## config.mk

```make
export PLATFORM = sky130hd
export DESIGN_NAME = chunk_serial_adder
export DESIGN_NICKNAME = d
export VERILOG_FILES = /design/src/rtl/chunk_serial_adder_pkg.sv /design/src/rtl/full_adder_nbit.sv /design/src/rtl/chunk_serial_adder.sv
export SDC_FILE = /design/constraint.sdc
export NUM_CORES = 1
export LEC_CHECK = 0
export ABC_AREA = 1
export CAP_MARGIN = 20
export CORE_UTILIZATION = 54
export CTS_CLUSTER_SIZE = 12
export DETAILED_ROUTE_END_ITERATION = 16
export PLACE_DENSITY = 0.95
export SYNTH_ARGS = -nofsm -noshare
export SYNTH_HDL_FRONTEND = slang
export SYNTH_HIERARCHICAL = 1
export SYNTH_SLANG_ARGS = --single-unit
```

## constraint.sdc

```tcl
create_clock -name clk -period 4.92 [get_ports clk]
set_input_delay 0.984 -clock clk [delete_from_list [all_inputs] [get_ports clk]]
set_output_delay 0.984 -clock clk [all_outputs]
set_load 0.01 [all_outputs]
```

## src/rtl/chunk_serial_adder_pkg.sv

```systemverilog
// ---------------------------------------------------------------------------
// chunk_serial_adder_pkg
//   Shared declarations for the chunk-serial adder:
//     csa_state_e : FSM state encoding (IDLE / RUN / DONE)
//     cnt_width() : width of the chunk index counter for a given chunk count
// ---------------------------------------------------------------------------
package chunk_serial_adder_pkg;

    typedef enum logic [1:0] {
        IDLE = 2'd0,
        RUN  = 2'd1,
        DONE = 2'd2
    } csa_state_e;

    // A single-chunk configuration still needs a 1-bit counter.
    function automatic int cnt_width(input int n);
        return (n > 1) ? $clog2(n) : 1;
    endfunction

endpackage

```

## src/rtl/full_adder_nbit.sv

```systemverilog
// ---------------------------------------------------------------------------
// full_adder_nbit
//   Combinational WIDTH-bit adder with carry in and carry out.
//   Ports:
//     a, b  [WIDTH-1:0]  addends
//     cin                carry-in
//     s     [WIDTH-1:0]  sum
//     cout               carry-out
// ---------------------------------------------------------------------------
module full_adder_nbit #(
    parameter int WIDTH = 4
) (
    input  logic [WIDTH-1:0] a,
    input  logic [WIDTH-1:0] b,
    input  logic             cin,
    output logic [WIDTH-1:0] s,
    output logic             cout
);

    logic [WIDTH:0] sum_full;

    assign sum_full = (WIDTH+1)'(a) + (WIDTH+1)'(b) + (WIDTH+1)'(cin);
    assign s        = sum_full[WIDTH-1:0];
    assign cout     = sum_full[WIDTH];

endmodule

```

## src/rtl/chunk_serial_adder.sv

```systemverilog
// ---------------------------------------------------------------------------
// chunk_serial_adder
//   Adds two WIDTH-bit operands CHUNK bits per cycle using one shared
//   CHUNK-bit adder. An operation takes WIDTH/CHUNK RUN cycles, then the
//   result is held in DONE until the consumer takes it.
//
//   Parameters:
//     WIDTH  operand / sum width (must be a multiple of CHUNK)
//     CHUNK  bits added per cycle
//
//   Ports:
//     clk, rst_n          clock, asynchronous active-low reset
//     in_valid/in_ready   operand handshake (a, b, cin)
//     a, b [WIDTH-1:0]    addends
//     cin                 carry-in
//     sub                 subtract select (only with CHUNK_SERIAL_ADDER_SUB_EN)
//     out_valid/out_ready result handshake (s, cout)
//     s [WIDTH-1:0]       sum, meaningful only while out_valid=1
//     cout                carry-out, 0 outside DONE
//     busy                operation in progress or result pending
//
//   Optional feature macro: CHUNK_SERIAL_ADDER_SUB_EN adds the sub input and
//   computes a - b - cin as a + ~b + !cin (cout=1 means no borrow).
//
//   Handshakes: a transfer happens on a rising clk edge where valid and
//   ready are both 1. in_ready is 1 only in IDLE, so operands offered in RUN
//   or DONE are ignored. Once out_valid rises, s/cout/out_valid stay stable
//   until the edge where out_ready is also 1.
// ---------------------------------------------------------------------------
module chunk_serial_adder
    import chunk_serial_adder_pkg::*;
#(
    parameter int WIDTH = 16,
    parameter int CHUNK = 4
) (
    input  logic             clk,
    input  logic             rst_n,
    input  logic             in_valid,
    output logic             in_ready,
    input  logic [WIDTH-1:0] a,
    input  logic [WIDTH-1:0] b,
    input  logic             cin,
`ifdef CHUNK_SERIAL_ADDER_SUB_EN
    input  logic             sub,
`endif
    output logic             out_valid,
    input  logic             out_ready,
    output logic [WIDTH-1:0] s,
    output logic             cout,
    output logic             busy
);

    localparam int N     = WIDTH / CHUNK;
    localparam int CNT_W = cnt_width(N);
    localparam logic [CNT_W-1:0] LAST_IDX = CNT_W'(N - 1);

    if (WIDTH % CHUNK != 0) begin : g_bad_chunk
        $error("chunk_serial_adder: WIDTH must be an integer multiple of CHUNK");
    end

    csa_state_e        state_q, state_d;
    logic [WIDTH-1:0]  a_q, a_d;
    logic [WIDTH-1:0]  b_q, b_d;
    logic [WIDTH-1:0]  s_q, s_d;
    logic [CNT_W-1:0]  cnt_q, cnt_d;
    logic              carry_q, carry_d;
    logic              cout_q, cout_d;

    logic [WIDTH-1:0]  b_eff;
    logic              cin_eff;
    logic [31:0]       shift_amt;
    logic [CHUNK-1:0]  chunk_a, chunk_b, chunk_s;
    logic              chunk_cout;

`ifdef CHUNK_SERIAL_ADDER_SUB_EN
    // Two's-complement subtract: invert b and the incoming borrow, so the
    // same adder path produces a + ~b + !cin.
    assign b_eff   = sub ? ~b : b;
    assign cin_eff = sub ? ~cin : cin;
`else
    assign b_eff   = b;
    assign cin_eff = cin;
`endif

    // Select chunk k of the captured operands by shifting it down to bit 0.
    assign shift_amt = 32'(cnt_q) * 32'(CHUNK);
    assign chunk_a   = CHUNK'(a_q >> shift_amt);
    assign chunk_b   = CHUNK'(b_q >> shift_amt);

    full_adder_nbit #(
        .WIDTH (CHUNK)
    ) u_fa (
        .a    (chunk_a),
        .b    (chunk_b),
        .cin  (carry_q),
        .s    (chunk_s),
        .cout (chunk_cout)
    );

    always_comb begin
        state_d = state_q;
        a_d     = a_q;
        b_d     = b_q;
        s_d     = s_q;
        cnt_d   = cnt_q;
        carry_d = carry_q;
        cout_d  = cout_q;

        case (state_q)
            IDLE: begin
                if (in_valid) begin
                    a_d     = a;
                    b_d     = b_eff;
                    carry_d = cin_eff;
                    cnt_d   = '0;
                    s_d     = '0;
                    cout_d  = 1'b0;
                    state_d = RUN;
                end
            end
            RUN: begin
                // s was cleared on accept, so OR-ing places chunk k in place.
                s_d     = s_q | (WIDTH'(chunk_s) << shift_amt);
                carry_d = chunk_cout;
                if (cnt_q == LAST_IDX) begin
                    cout_d  = chunk_cout;
                    state_d = DONE;
                end else begin
                    cnt_d = cnt_q + CNT_W'(1);
                end
            end
            DONE: begin
                if (out_ready) begin
                    cout_d  = 1'b0;
                    state_d = IDLE;
                end
            end
            default: begin
                state_d = IDLE;
            end
        endcase
    end

    always_ff @(posedge clk or negedge rst_n) begin
        if (!rst_n) begin
            state_q <= IDLE;
            a_q     <= '0;
            b_q     <= '0;
            s_q     <= '0;
            cnt_q   <= '0;
            carry_q <= 1'b0;
            cout_q  <= 1'b0;
        end else begin
            state_q <= state_d;
            a_q     <= a_d;
            b_q     <= b_d;
            s_q     <= s_d;
            cnt_q   <= cnt_d;
            carry_q <= carry_d;
            cout_q  <= cout_d;
        end
    end

    assign in_ready  = (state_q == IDLE);
    assign out_valid = (state_q == DONE);
    assign busy      = (state_q != IDLE);
    assign s         = s_q;
    assign cout      = cout_q;

endmodule

```

==> results of run 1 <==
[through the flow]
step	hold WS (ns)	power (mW)	worst slack, ns	utilization [%]
final	0.489	2.31	1.73	71.6
after global routing	0.504	2.54	1.38	71.6
after CTS	0.487	2.31	1.77	71.1
after detailed placement	0.465	2.04	1.83	69.3
after global placement	0.460	1.95	2.05	69.3
after floorplan	0.444	1.66	2.61	-
[metal layers]
metal	up-vias	share of wire [%]	routed length (um)	GRT usage, %
met5	-	0	0	0
met4	0	2.6	145	12.0
met3	16	5.4	298	6.49
met2	79	51	2850	42.9
met1	1033	41	2250	30.1
li1	1084	-	-	-
[area by class of cell]
class	count	area, um2	share of cell area [%]
tap	52	65.1	2.05
timing repair buffer	57	576	18.1
multi-input combinational	222	1000	31.6
inverter	27	101	3.19
clock buffer	6	82.6	2.60
sequential	54	1350	42.5
[cells in the mapped netlist]
cell        n  share of area [%]
nand4_1     1               0.25
inv_2       1               0.15
nor2_2      2               0.49
nand2_2     2               0.49
inv_1      26                3.8
nor2_1     39                5.8
nor2_4      1               0.44
nand3_1     7                1.4
buf_6       2               0.89
buf_2       7                1.4
nand2_1   115                 17
o21ai_0    22                4.3
buf_4       1               0.30
clkbuf_1    2               0.30
o22ai_1     8                2.0
clkbuf_2    1               0.20
xnor2_1     1               0.35
fa_1        2                1.6
dfrtp_1    54                 53
a21oi_1    18                3.6
ha_1        4                2.0
[logic make-up (layout without fill, tap and decap cells)]
| group | after synthesis | in the layout | share of synthesized area [%] |
|---|---|---|---|
| flip-flops | 54 | 54 | 53.3 |
| adder cells (fa/ha/maj) | 6 | 6 | 3.55 |
| AND/OR/NAND/NOR | 167 | 167 | 25.9 |
| AO/OA/AOI/OAI | 48 | 48 | 9.87 |
| XOR/XNOR | 1 | 1 | 0.346 |
| buffers and inverters | 40 | 90 | 7.06 |
[power breakdown]
part           leakage (nW)  internal (mW)  switching, mW
Clock                0.0431          0.109          0.134
Combinational         0.905          0.508          0.756
Sequential            0.682          0.643          0.157
[final timing paths]
path	startpoint	endpoint	slack, ns	cells after the start
max	cnt_q[0]	s[1]	1.73	11
min	a_q[8]	a_q[8]	0.49	2
max reg2reg	cnt_q[0]	s[1]	1.73	11
min reg2reg	a_q[8]	a_q[8]	0.49	2
max in group asynchronous	rst_n	a_q[15]	3.69	2
min in group asynchronous	rst_n	s[12]	0.67	1
[worst reg2reg max path, cell delays in order, from the launching register on]
cell     delay, ns
dfrtp_1       0.83
inv_1         0.43
o21ai_0       0.26
o22ai_1       0.12
fa_1          0.50
inv_1         0.11
fa_1          0.42
inv_1         0.08
inv_1         0.05
nor2_1        0.14
a21oi_1       0.10
nor2_1        0.09
[sequential cells by signal, summed over array words and instances, names as in the netlist]
| name | flops |
|---|---|
| state_q | 2 |
| cout | 1 |
| a_q | 16 |
| b_q | 16 |
| cnt_q | 2 |
| carry_q | 1 |
| s | 16 |
==> flow_summary.yaml, run 1 <==
status:
  status: "complete, but fails checks"
  violations: "DRC"
logic_synthesis:
  synthCells: 316
  syn_area_per_cell_um2: 8.02
  synth_nets: 359
  syn_area_um2: 2530
  synth-seq-cells: 54
  yosysUniqueCellTypes: 21
  synth_seq_area_share_pct: 53.3
  synth_warnings: 6
floorplanning:
  initial_core_util_pct: 57.0
  fp.dieW_um: 70.5
  die_area_um2: 4970
  ios: 57
  core-area_um2: 4440
  die_h_um: 70.5
  rows: 24
sta:
  hold_violations: 0
  worstMarginPinSlew_ns: 0.741
  tns_ns: 0
  period_minus_slack_ns: 3.19
  finalMaxSlewViolations: 0
  fin_skew_ns: 0.00638
  slew_headroom_pct: 50.6
  rsz0062_at_grt: "no"
  fmax_ghz: 0.313
  setup_violations: 0
  post-route-period-util_pct: 64.9
worst_setup_path:
  cpMostUsedCell: "inv_1"
  path_cells: "inv_1, o21ai_0, o22ai_1, fa_1, inv_1, fa_1, inv_1, inv_1, nor2_1, a21oi_1, nor2_1"
  crit_fanout: 26
  critPathTopFamily: "adder cells"
  slowest_delay_ns: 0.83
  cp_num_buf_inv: 4
  endpoint_kind: "flip-flop"
  startpoint_type: "flip-flop"
  arrival_ns: 3.44
  slowest_stage: "dfrtp_1"
  cp_data_required_time_ns: 5.16
  crit_type: "flip-flop to flip-flop"
final_layout:
  design_area_um2: 3180
  fill_cells: 358
  nets: 410
  layout.cells.most_common_list: "nand2_1 (115), clkdlybuf4s50_1 (55), dfrtp_1 (54)"
  area_growth_syn_to_layout_pct: 25.5
  n_antenna_cell: 0
  final_common_cell: "nand2_1"
  drive_gt1_share_pct: 3.83
  instances_no_fill: 418
hold_path:
  hp-class: "flip-flop to flip-flop"
route:
  drt_iter0_markers: 131
  drt-total-wl_mm: 5.54
  wl_per_cell_um: 13.3
  ant_nets: 0
  drc: 10
  drt-pass1-iter-count: 11
  vias: 2212
  via_per_inst: 5.29
clock_network:
  clock_sinks: 54
  cts-htree-levels: 2
  post-cts-setup-buffers: 0
  path_clk_slew_ns: 0.09
  tritoncts: "built"
  post_cts_resized: 0
  cts_root_buffer: "clkbuf_8"
  cts_made_buffers: 5
  clockBufferDepth: 2
  clk-insertion-delay-late_ns: 0.31
  hold_buffers: 0
placement:
  dpl_cell_area_um2: 3080
  dp_hpwl_mm: 3.87
  dpl.cell_count: 411
  port_buffers: 56
  gp_congestion: 0.976
power_and_ir_drop:
  p_leak_nw: 1.63
  p_per_area_nw_per_um2: 725
  vdd_drop_max_v: 0.000309
grt:
  grt_use_total_pct: 25.3
  grt_pass1_vias: 2197
  grt_pass1_wl_mm: 9.67
  grt_start_max_net_pins: 55
  grt-ovfl-total: 0
  antenna_found_initial: 0
run:
  maxCapViolCount: 0
Note: power is estimated with default switching activity, not from simulation.
==> inputs of run 2 (changes only) <==
CORE_UTILIZATION = 45   (was 54)
PLACE_DENSITY = 0.87   (was 0.95)
clock period = 2.8 ns   (was 4.92 ns; I/O delays follow)
==> run 2 against run 1 <==
  * The run now ends clean
  * Worst setup slack lost 1.4 ns
  * Register-to-register slack worse by 1.4 ns
  * Critical path depth stayed put
  * Clock power rose by 70%
  * First-iteration DRC count up 27%
  * Combinational power up 76%
  * Routed wire length down 0.63%
  * Clock-buffer cell count did not move
  * Core utilization is 11 points lower
  * Cell count is 5.5% higher
  * Largest power group unchanged
==> flow_summary.yaml, run 2 (synthesis results as in run 1) <==
sta:
  tns_ns: 0
  setup_violations: 0
  fin_ws_ns: 0.278
  slew_headroom_pct: 52.0
  hold_violations: 0
  period_minus_slack_ns: 2.52
  worstMarginPinSlew_ns: 0.718
  rsz0062_at_grt: "no"
  post-route-period-util_pct: 90.1
  fin_skew_ns: 0.00964
  finalMaxSlewViolations: 0
  fmax_ghz: 0.397
power_and_ir_drop:
  switchingPower_mw: 1.80
  p_leak_nw: 1.64
  p_seq_share_pct: 34.6
  switching_share_pct: 44.9
  combPwrFrac_pct: 55.1
  p_per_area_nw_per_um2: 1250
  intPower_mw: 2.22
  vdd_drop_max_v: 0.000507
  clkPwrFrac_pct: 10.3
run:
  maxCapViolCount: 0
grt:
  antenna_found_initial: 0
  grt_pass1_vias: 2092
  gr-usage-met3_pct: 4.17
  grt-ovfl-total: 0
  grtUsageMet2_pct: 34.2
  grt_pass1_wl_mm: 9.64
  grt_start_max_net_pins: 55
  grt_use_total_pct: 20.4
  grt-busiest-layer: "met2"
  grt_use_met1_pct: 27.2
final_layout:
  instances_no_fill: 441
  seq_area_um2: 1350
  fill_cells: 472
  n_antenna_cell: 0
  drive_gt1_share_pct: 4.85
  design_area_um2: 3220
  final_common_cell: "nand2_1"
  multi_input_area_um2: 1000
  area_growth_syn_to_layout_pct: 26.9
  nets: 414
  layout.cells.most_common_list: "nand2_1 (115), clkdlybuf4s50_1 (55), dfrtp_1 (54)"
  fin_util_pct: 61.1
placement:
  port_buffers: 56
  pre_cts_ws_ns: 0.312
  dpl.cell_count: 434
  dp_hpwl_mm: 4.02
  gp_congestion: 0.870
  dpl_cell_area_um2: 3140
worst_setup_path:
  slowest_delay_ns: 0.53
  cp_data_required_time_ns: 3.04
  arrival_ns: 2.76
  critPathTopFamily: "adder cells"
  cp_num_buf_inv: 4
  path_cells: "inv_1, o21ai_0, o22ai_1, fa_1, inv_1, fa_1, inv_1, inv_1, nor2_1, a21oi_1, nor2_1"
  slowest_stage: "dfrtp_1"
  crit_fanout: 13
  startpoint_type: "flip-flop"
  crit_type: "flip-flop to flip-flop"
  endpoint_kind: "flip-flop"
  cpMostUsedCell: "inv_1"
clock_network:
  post_cts_resized: 0
  clk-insertion-delay-late_ns: 0.30
  clockBufferDepth: 2
  hold_buffers: 0
  tritoncts: "built"
  cts_root_buffer: "clkbuf_8"
  cts_made_buffers: 5
  clock_sinks: 54
  post-cts-setup-buffers: 0
  path_clk_slew_ns: 0.09
  cts-htree-levels: 2
floorplanning:
  die_h_um: 77.1
  ios: 57
  die_area_um2: 5940
  rows: 26
  core-area_um2: 5270
  initial_core_util_pct: 48.1
  fp.dieW_um: 77.1
route:
  drt_iter0_markers: 167
  drt-total-wl_mm: 5.51
  drc: 0
  via_per_inst: 4.91
  wl_per_cell_um: 12.5
  ant_nets: 0
  drt-pass1-iter-count: 4
  vias: 2167
hold_path:
  hp-class: "input port to async pin"
status:
  status: "completed"
run 2: power by group through the flow:
stage	clock network, mW	registers (mW)	logic (mW)
2_1_floorplan	0	1.34	1.59
3_3_place_gp	0	1.38	2.10
3_5_place_dp	0	1.40	2.20
4_1_cts	0.420	1.39	2.22
5_1_grt	0.457	1.43	2.54
6_report	0.414	1.39	2.22
run 2: final cells by class:
type | count | area share, %
tap | 70 | 2.72
clock buffer | 6 | 2.26
inverter | 27 | 3.15
timing repair buffer | 61 | 18.4
sequential | 54 | 42.0
multi-input combinational | 222 | 31.2
clock inverter | 1 | 0.233
run 2: final timing paths:
path	startpoint	to	slack, ns	depth (start not counted)
setup / recovery	cnt_q[0]	s[9]	0.28	11
hold reg to reg	a_q[6]	a_q[6]	0.49	2
min in group clk	a_q[6]	a_q[6]	0.49	2
setup reg to reg	cnt_q[0]	s[9]	0.28	11
max in group asynchronous	rst_n	a_q[12]	2.00	2
hold / removal	rst_n	cout	0.36	2
run 2: stage by stage:
step	total power, mW	hold WS (ns)
after global routing	4.43	0.414
after CTS	4.02	0.387
final	4.02	0.357
after global placement	3.49	0.461
after detailed placement	3.60	0.466
after floorplan	2.92	0.264
run 2: metal layers:
layer  wire length (um)  vias up  part of all wire, %
li1                   -     1092                    -
met1               2500     1002                   45
met2               2700       65                   49
met3                257        8                  4.7
met4                 51        0                 0.93
met5                  0        -                    0
==> inputs of run 3 (changes only) <==
CORE_UTILIZATION = 40   (was 45)
PLACE_DENSITY = 0.8   (was 0.87)
==> run 3 against run 2 <==
  * Die area rose by 12%
  * Critical path depth did not move
  * Routed wire length rose by 3.1%
  * Non-clock buffer count did not move
  * Cell area rose by 0.97%
  * Critical path type unchanged
  * Largest power group unchanged
  * Highest routed layer unchanged
==> flow_summary.yaml, run 3 (synthesis results as in run 1) <==
route:
  drt_iter0_markers: 193
  via_per_inst: 4.89
  drt-pass1-iter-count: 4
  wl_per_cell_um: 12.7
  vias: 2185
  ant_nets: 0
  drt-total-wl_mm: 5.68
  drc: 0
run:
  maxCapViolCount: 0
power_and_ir_drop:
  p_leak_nw: 1.65
  p_seq_share_pct: 33.3
  combPwrFrac_pct: 55.8
  switchingPower_mw: 1.85
  p_per_area_nw_per_um2: 1260
  power_mw: 4.10
  intPower_mw: 2.25
  clkPwrFrac_pct: 10.9
  vdd_drop_max_v: 0.000651
  switching_share_pct: 45.1
floorplanning:
  die_h_um: 81.6
  fp.dieW_um: 81.6
  die_area_um2: 6660
  rows: 28
  core-area_um2: 6030
  initial_core_util_pct: 42.1
  ios: 57
final_layout:
  nets: 414
  fill_cells: 586
  layout.cells.most_common_list: "nand2_1 (115), clkdlybuf4s50_1 (55), dfrtp_1 (53)"
  instances_no_fill: 447
  n_antenna_cell: 0
  fin_util_pct: 53.9
  design_area_um2: 3250
  area_growth_syn_to_layout_pct: 28.2
  final_common_cell: "nand2_1"
  drive_gt1_share_pct: 5.38
clock_network:
  clk-insertion-delay-late_ns: 0.31
  clockBufferDepth: 2
  tritoncts: "built"
  post-cts-setup-buffers: 0
  clock_sinks: 54
  path_clk_slew_ns: 0.09
  cts_root_buffer: "clkbuf_8"
  cts_made_buffers: 5
  cts-htree-levels: 2
sta:
  rsz0062_at_grt: "no"
  post-route-period-util_pct: 89.0
  fmax_ghz: 0.401
  tns_ns: 0
  fin_skew_ns: 0.00561
  finalMaxSlewViolations: 0
  worstMarginPinSlew_ns: 0.727
  setup_violations: 0
  holdWs_ns: 0.266
  hold_violations: 0
  period_minus_slack_ns: 2.49
  slew_headroom_pct: 51.4
  fin_ws_ns: 0.308
worst_setup_path:
  crit_fanout: 14
  startpoint_type: "flip-flop"
  endpoint_kind: "flip-flop"
  arrival_ns: 2.73
  crit_type: "flip-flop to flip-flop"
  cp_data_required_time_ns: 3.04
hold_path:
  hp-class: "input port to async pin"
placement:
  dpl_cell_area_um2: 3160
  pre_cts_ws_ns: 0.231
  dp_hpwl_mm: 4.07
  port_buffers: 56
  dpl.cell_count: 439
  gp_congestion: 0.833
grt:
  antenna_found_initial: 0
  grt_pass1_vias: 2204
  grt-ovfl-total: 0
  grt_use_total_pct: 19.2
  grt_pass1_wl_mm: 9.69
  grt_start_max_net_pins: 49
status:
  status: "completed"
run 3: cell types whose count changed in the layout (fill, tap and decap cells not counted), sizes merged:
cell / previous run / this run
clkbuf: 6 / 7
clkinv: 0 / 1
clkinvlp: 1 / 0
run 3: area by class of cell:
cell class | instances | area, um2 | share of cell area (%)
sequential | 54 | 1350 | 41.6
clock buffer | 7 | 86.3 | 2.66
timing repair buffer | 61 | 606 | 18.6
clock inverter | 1 | 5.00 | 0.154
tap | 75 | 93.8 | 2.89
multi-input combinational | 222 | 1000 | 30.9
inverter | 27 | 101 | 3.12
run 3: worst max-delay path, stage by stage (launching register included):
cell     delay (ns)
dfrtp_2        0.51
inv_1          0.18
buf_4          0.21
o21ai_0        0.09
o22ai_1        0.23
inv_1          0.10
fa_1           0.47
xnor2_1        0.22
inv_1          0.06
nor2_1         0.16
a21oi_1        0.09
nor2_1         0.09
run 3: final timing paths:
kind                       slack, ns  cells past startpoint        to  startpoint
setup / recovery                0.31                     11     s[10]    cnt_q[0]
hold / removal                  0.27                      1      s[0]       rst_n
setup reg to reg                0.31                     11     s[10]    cnt_q[0]
hold reg to reg                 0.48                      2    a_q[8]      a_q[8]
max in group asynchronous       1.96                      2  cnt_q[0]       rst_n
min in group clk                0.48                      2    a_q[8]      a_q[8]
run 3: power groups by stage:
stage | Clock, mW | Combinational, mW | Sequential, mW
final | 0.447 | 2.29 | 1.36
after global routing | 0.480 | 2.62 | 1.41
after CTS | 0.454 | 2.28 | 1.36
after detailed placement | 0 | 2.25 | 1.38
after global placement | 0 | 2.14 | 1.36
after floorplan | 0 | 1.59 | 1.34
run 3: metal layers:
layer	wire [um]	track usage [%]	share of wire [%]	vias to the layer above
met4	79	6.67	1.4	0
li1	-	-	-	1094
met5	0	0	0	-
met2	2760	33.5	49	64
met1	2560	23.4	45	1019
met3	278	4.11	4.9	8
run 3: repair_timing:
action                     4_1_cts  5_1_grt
setup endpoints to repair        0        2
gates resized for setup          0        1
hold buffers                     0        0
